**config.mk**
```make
export PLATFORM = sky130hd
export DESIGN_NAME = addsub_issue_ctrl_flat
export DESIGN_NICKNAME = d
export VERILOG_FILES = /design/src/rtl/addsub_issue_ctrl_if.sv /design/src/rtl/addsub_issue_ctrl.sv /design/src/flat_wrapper.sv
export SDC_FILE = /design/constraint.sdc
export NUM_CORES = 1
export LEC_CHECK = 0
export ABC_CLOCK_PERIOD_IN_PS = 6750
export BUFFER_PORTS_ARGS = -buffer_cell sky130_fd_sc_hd__clkbuf_2
export CAP_MARGIN = 30
export CORE_ASPECT_RATIO = 2
export CORE_MARGIN = 2
export CORE_UTILIZATION = 40
export DETAILED_ROUTE_END_ITERATION = 10
export GPL_TIMING_DRIVEN = 0
export SLEW_MARGIN = 15
export SYNTH_ARGS = -nofsm -noshare
export SYNTH_HDL_FRONTEND = slang
export SYNTH_SLANG_ARGS = --single-unit
```
**constraint.sdc**
```tcl
create_clock -name clk -period 6.75 [get_ports clk]
set_input_delay 1.0125 -clock clk [delete_from_list [all_inputs] [get_ports clk]]
set_output_delay 1.0125 -clock clk [all_outputs]
set_load 0.1 [all_outputs]
```
**src/rtl/addsub_issue_ctrl_if.sv**
```systemverilog
// addsub_issue_ctrl_if: issue handshake, adder drive/return and result handshake bundle.
interface addsub_issue_ctrl_if;
    logic        in_valid;
    logic        in_ready;
    logic [1:0]  in_op;
    logic [31:0] in_a;
    logic [31:0] in_b;
    logic [4:0]  in_rd;
    logic        add_sub;
    logic [31:0] dataa;
    logic [31:0] datab;
    logic [31:0] result;
    logic        out_valid;
    logic        out_ready;
    logic [31:0] out_data;
    logic [4:0]  out_rd;
    modport slave (
        input  in_valid, in_op, in_a, in_b, in_rd, result, out_ready,
        output in_ready, add_sub, dataa, datab, out_valid, out_data, out_rd
    );
    modport master (
        output in_valid, in_op, in_a, in_b, in_rd, result, out_ready,
        input  in_ready, add_sub, dataa, datab, out_valid, out_data, out_rd
    );
endinterface

```
**src/rtl/addsub_issue_ctrl.sv**
```systemverilog
// addsub_issue_ctrl: issues ADD/SUB/SLT/SLTU into a fixed-latency adder and retires
// results in order through a credit-guarded output FIFO.
module addsub_issue_ctrl #(
    parameter int LAT   = 2,
    parameter int DEPTH = 4
) (
    input logic                 clk,
    input logic                 AReset,
    addsub_issue_ctrl_if.slave  bus
);
    localparam logic [1:0] OP_ADD = 2'b00;
    localparam int PW = DEPTH > 1 ? $clog2(DEPTH) : 1;
    localparam int CW = $clog2(DEPTH + 1);
    localparam int SW = $clog2(DEPTH + LAT + 2);
    typedef struct packed {
        logic       v;
        logic [1:0] op;
        logic [4:0] rd;
        logic       a31;
        logic       b31;
    } meta_t;
    meta_t       meta_q [LAT+1];
    meta_t       meta_d [LAT+1];
    logic [31:0] dataa_q, dataa_d, datab_q, datab_d;
    logic        add_sub_q, add_sub_d;
    logic [31:0] data_q [DEPTH];
    logic [31:0] data_d [DEPTH];
    logic [4:0]  rd_q [DEPTH];
    logic [4:0]  rd_d [DEPTH];
    logic [PW-1:0] head_q, head_d, tail_q, tail_d;
    logic [CW-1:0] cnt_q, cnt_d;
    logic [SW-1:0] occ;
    logic          accept, push, pop, lt;
    logic [31:0]   push_data;
    function automatic logic [PW-1:0] nxt(input logic [PW-1:0] p);
        return p == PW'(DEPTH - 1) ? '0 : p + 1'b1;
    endfunction
    // Credits cover every valid pipeline stage, so a retire always finds room.
    always_comb begin
        occ = SW'(cnt_q);
        for (int i = 0; i <= LAT; i++) occ = occ + SW'(meta_q[i].v);
    end
    assign bus.in_ready  = occ < SW'(DEPTH);
    assign accept        = bus.in_valid & bus.in_ready;
    assign push          = meta_q[LAT].v;
    assign pop           = (cnt_q != '0) & bus.out_ready;
    // Operand signs decide when they differ; otherwise the difference sign is exact.
    assign lt            = meta_q[LAT].a31 != meta_q[LAT].b31
                         ? (meta_q[LAT].op[0] ? meta_q[LAT].b31 : meta_q[LAT].a31)
                         : bus.result[31];
    assign push_data     = meta_q[LAT].op[1] ? {31'b0, lt} : bus.result;
    always_comb begin
        dataa_d   = accept ? bus.in_a : dataa_q;
        datab_d   = accept ? bus.in_b : datab_q;
        add_sub_d = accept ? bus.in_op == OP_ADD : add_sub_q;
        meta_d[0] = '{v: accept, op: bus.in_op, rd: bus.in_rd, a31: bus.in_a[31], b31: bus.in_b[31]};
        for (int i = 1; i <= LAT; i++) meta_d[i] = meta_q[i-1];
        data_d = data_q;
        rd_d   = rd_q;
        if (push) begin
            data_d[tail_q] = push_data;
            rd_d[tail_q]   = meta_q[LAT].rd;
        end
        tail_d = push ? nxt(tail_q) : tail_q;
        head_d = pop ? nxt(head_q) : head_q;
        cnt_d  = cnt_q + CW'(push) - CW'(pop);
    end
    always_ff @(posedge clk or negedge AReset) begin
        if (!AReset) begin
            dataa_q   <= '0;
            datab_q   <= '0;
            add_sub_q <= 1'b1;
            for (int i = 0; i <= LAT; i++) meta_q[i] <= '0;
            for (int i = 0; i < DEPTH; i++) begin
                data_q[i] <= '0;
                rd_q[i]   <= '0;
            end
            head_q <= '0;
            tail_q <= '0;
            cnt_q  <= '0;
        end else begin
            dataa_q   <= dataa_d;
            datab_q   <= datab_d;
            add_sub_q <= add_sub_d;
            meta_q    <= meta_d;
            data_q    <= data_d;
            rd_q      <= rd_d;
            head_q    <= head_d;
            tail_q    <= tail_d;
            cnt_q     <= cnt_d;
        end
    end
    assign bus.dataa     = dataa_q;
    assign bus.datab     = datab_q;
    assign bus.add_sub   = add_sub_q;
    assign bus.out_valid = cnt_q != '0;
    assign bus.out_data  = data_q[head_q];
    assign bus.out_rd    = rd_q[head_q];
endmodule
```
**src/flat_wrapper.sv**
```systemverilog
// flat-port wrapper written by rule: the top's interface ports become plain ports
module addsub_issue_ctrl_flat 
#(
    parameter int LAT   = 2,
    parameter int DEPTH = 4
)
  (clk, AReset, bus_in_valid, bus_in_op, bus_in_a, bus_in_b, bus_in_rd, bus_result, bus_out_ready, bus_in_ready, bus_add_sub, bus_dataa, bus_datab, bus_out_valid, bus_out_data, bus_out_rd);
  addsub_issue_ctrl_if bus_i ();
  input logic clk;
  input logic AReset;
  input wire logic [$bits(bus_i.in_valid)-1:0] bus_in_valid;
  input wire logic [$bits(bus_i.in_op)-1:0] bus_in_op;
  input wire logic [$bits(bus_i.in_a)-1:0] bus_in_a;
  input wire logic [$bits(bus_i.in_b)-1:0] bus_in_b;
  input wire logic [$bits(bus_i.in_rd)-1:0] bus_in_rd;
  input wire logic [$bits(bus_i.result)-1:0] bus_result;
  input wire logic [$bits(bus_i.out_ready)-1:0] bus_out_ready;
  output wire logic [$bits(bus_i.in_ready)-1:0] bus_in_ready;
  output wire logic [$bits(bus_i.add_sub)-1:0] bus_add_sub;
  output wire logic [$bits(bus_i.dataa)-1:0] bus_dataa;
  output wire logic [$bits(bus_i.datab)-1:0] bus_datab;
  output wire logic [$bits(bus_i.out_valid)-1:0] bus_out_valid;
  output wire logic [$bits(bus_i.out_data)-1:0] bus_out_data;
  output wire logic [$bits(bus_i.out_rd)-1:0] bus_out_rd;
  assign bus_i.in_valid = bus_in_valid;
  assign bus_i.in_op = bus_in_op;
  assign bus_i.in_a = bus_in_a;
  assign bus_i.in_b = bus_in_b;
  assign bus_i.in_rd = bus_in_rd;
  assign bus_i.result = bus_result;
  assign bus_i.out_ready = bus_out_ready;
  assign bus_in_ready = bus_i.in_ready;
  assign bus_add_sub = bus_i.add_sub;
  assign bus_dataa = bus_i.dataa;
  assign bus_datab = bus_i.datab;
  assign bus_out_valid = bus_i.out_valid;
  assign bus_out_data = bus_i.out_data;
  assign bus_out_rd = bus_i.out_rd;
  addsub_issue_ctrl #(.LAT(LAT), .DEPTH(DEPTH)) u_core (.clk(clk), .AReset(AReset), .bus(bus_i));
endmodule
```
==> results_dict.tcl <==
set metrics [dict create \
    status "completed" \
    syn_inst 757 \
    async_reset_ff_share_pct 100.0 \
    rr_startpoint "u_core.push$_DFF_PN0_" \
    design_area_um2 12440 \
    syn_area_um2 10110 \
    cts_tree "built" \
    worst_slew_pin_slew_ns 0.7306 \
    setup-violations-final 0 \
    grt_max_degree 95 \
    max-slew-margin-rel_pct 51.30 \
    path_clk_slew_ns 0.07 \
    synthFlopType "dfrtp_1" \
    endpoint_kind "primary output" \
    synth_top_family_by_area "multiplexers" \
    die-area_um2 26650 \
    area_growth_syn_to_layout_pct 23.01 \
    clockBufferDepth 3 \
    fin_crit_sh_pct 57.92 \
    synth_edf_count 0 \
    synthXorXnorAreaFrac_pct 0.1732 \
    synth-seq-cells 250 \
    die_y_um 228.9 \
    yosysTopAreaCell "dfrtp_1" \
    coreArea_um2 24930 \
    portBuffers 210 \
    route.detailed.drc 0 \
    drt_wl_total_um 23730 \
    postSynthAreaPerCell_um2 13.36 \
    critPathKind "flop to primary output" \
    yosysTopAreaCellShare_pct 61.60 \
    placed_cell_area_um2 11650 \
    fin_ws_ns 2.840 \
    hold_viol 0 \
    rsz0062_at_grt "no" \
    cts.sinks 250 \
    post_drt_wl_per_cell_um 17.64 \
    synth-compound-area-share_pct 7.138 \
    crit_start "u_core.push$_DFF_PN0_" \
    grt_usage_pct 18.47 \
    pre_cts_ws_ns 3.381 \
    min_path_type "flop to flop" \
    layout.nets 1110 \
    yosysSeqAreaShare_pct 61.86 \
    cts-htree-levels 1 \
    ioPinCount 211 \
    fin_tns_setup_ns 0 \
    n_antenna_cell 0 \
    die_w_um 116.4 \
    overflow 0 \
    antenna_found_initial 1 \
    yosys_warnings 0 \
    cp-start-kind "flop" \
    cts_root_buf "clkbuf_16" \
    synthMuxAreaShare_pct 19.26 \
    vias_per_cell 4.950 \
    synth.distinct_cells 31 \
    place.gp.congestion 0.8054 \
    start_util_pct 40.57 \
    worst_ep_arrival_time_ns 2.90 \
    dp.cells 1305 \
    synthAdderAreaFrac_pct 1.385 \
    cts_setup_buffers 0 \
    synthTopCellsByArea "dfrtp_1 (62%), mux4_2 (8.2%), o21ai_0 (6.2%)" \
    fillers 2341 \
    drv_cap 0 \
    fin_worst_skew_ns 0.01336 \
    grt_pass1_vias 7173 \
    fmax_mhz 255.8 \
    slew_violations 0 \
    critPathMaxFanout 7 \
    cts_resized 0 \
    synth_fp_nets 874 \
    rows 82 \
    ant_nets 0 \
    worstPathRequired_ns 5.74 \
    hold_start "u_core.meta_d[6]$_DFF_PN0_" \
    synth_commonest_cells "dfrtp_1 (249), nand2_1 (132), o21ai_0 (126)" \
    drt_iter0_markers 313 \
    dp_hpwl_um 16770 \
    drive_gt1_share_pct 38.26 \
    firstDrtPassIters 5 \
    cts-hold-fix-buffers 0 \
    synth-simple-area-share_pct 7.496 \
    num_vias 6658 \
    worstSkewPairLatency_ns 0.52 \
    yosys.cell_count.top_type "dfrtp_1" \
    min_period_ns 3.910 \
    cts_buffers 22 \
    grt_pass1_wl_um 38250 \
    instances_no_fill 1345 \
]
==> critical path, cell delays in order (launching register included) <==
cell	delay, ns
dfrtp_1	0.36
clkbuf_1	0.28
inv_1	0.16
fa_1	0.42
inv_1	0.06
ha_1	0.23
and3b_1	0.19
o211ai_2	0.18
clkbuf_2	0.49
==> path summary, 6_finish.rpt <==
check,cells after the start,slack (ns),to
worst min-delay path,0,0.35,u_core.meta_q[6]$_DFF_PN0_
worst max register to register,11,3.98,u_core.bus.datab[1]$_DFFE_PN0P_
max in group asynchronous,3,4.98,u_core.data_q[101]$_DFFE_PN0P_
worst max-delay path,8,2.84,bus_in_ready
min in group asynchronous,1,0.48,u_core.bus.datab[26]$_DFFE_PN0P_
worst min register to register,0,0.35,u_core.meta_q[6]$_DFF_PN0_
==> routing by layer <==
| metal | track usage (%) | vias to the layer above | share of wire (%) |
|---|---|---|---|
| li1 | - | 3083 | - |
| met1 | 20.96 | 3350 | 37 |
| met2 | 33.99 | 184 | 55 |
| met3 | 3.315 | 39 | 5.3 |
| met4 | 6.250 | 2 | 2.8 |
| met5 | 0 | - | 0.055 |
==> cells by family (layout without fill, tap and decap cells) <==
kind of cell             after synthesis  count (layout)
AO/OA/AOI/OAI                        138             138
XOR/XNOR                               2               2
adder cells (fa/ha/maj)               10              10
buffers and inverters                 60             312
flip-flops                           250             250
multiplexers                         123             123
AND/OR/NAND/NOR                      174             174
==> final cells by class <==
| cell class | instances | area [µm²] | area share (%) |
|---|---|---|---|
| clock buffers | 30 | 641.9 | 5.159 |
| multi-input cells | 447 | 3586 | 28.82 |
| repair buffers | 212 | 1115 | 8.960 |
| flip-flops and latches | 250 | 6257 | 50.29 |
| plain buffers | 48 | 226.5 | 1.820 |
| clock inverters | 10 | 150.1 | 1.207 |
| inverters | 12 | 45.04 | 0.3620 |
| well taps | 336 | 420.4 | 3.379 |
==> registers in the layout, summed over array words and instances, names as in the netlist <==
| register | flops |
|---|---|
| u_core.head_q | 2 |
| u_core.rd_q | 20 |
| u_core.meta_q | 9 |
| u_core.tail_q | 2 |
| u_core.bus.add_sub | 1 |
| u_core.cnt_q | 3 |
| u_core.bus.datab | 32 |
| u_core.push | 1 |
| u_core.meta_d | 20 |
| u_core.bus.dataa | 32 |
| u_core.data_q | 128 |
==> cells in the final DEF, fill, tap and decap left out, types with 12 or more instances in the layout <==
| master | synthesis | routed |
|---|---|---|
| dfrtp_1 | 249 | 249 |
| clkbuf_2 | 0 | 209 |
| nand2_1 | 132 | 132 |
| o21ai_0 | 126 | 126 |
| mux2_2 | 47 | 47 |
| mux2_4 | 39 | 39 |
| mux4_2 | 37 | 37 |
| clkbuf_1 | 31 | 34 |
| nand2b_1 | 33 | 33 |
| clkbuf_16 | 0 | 23 |
| inv_1 | 12 | 12 |
==> through the flow <==
step | util, % | hold slack [ns]
after floorplan | - | 0.3312
after global placement | 46.47 | 0.3315
after detailed placement | 46.73 | 0.3347
after CTS | 49.90 | 0.3503
after global routing | 49.90 | 0.3522
final | 49.90 | 0.3490
Power is not shown: default switching activity piles up to over one toggle a cycle in this logic, so the estimate is an artifact.
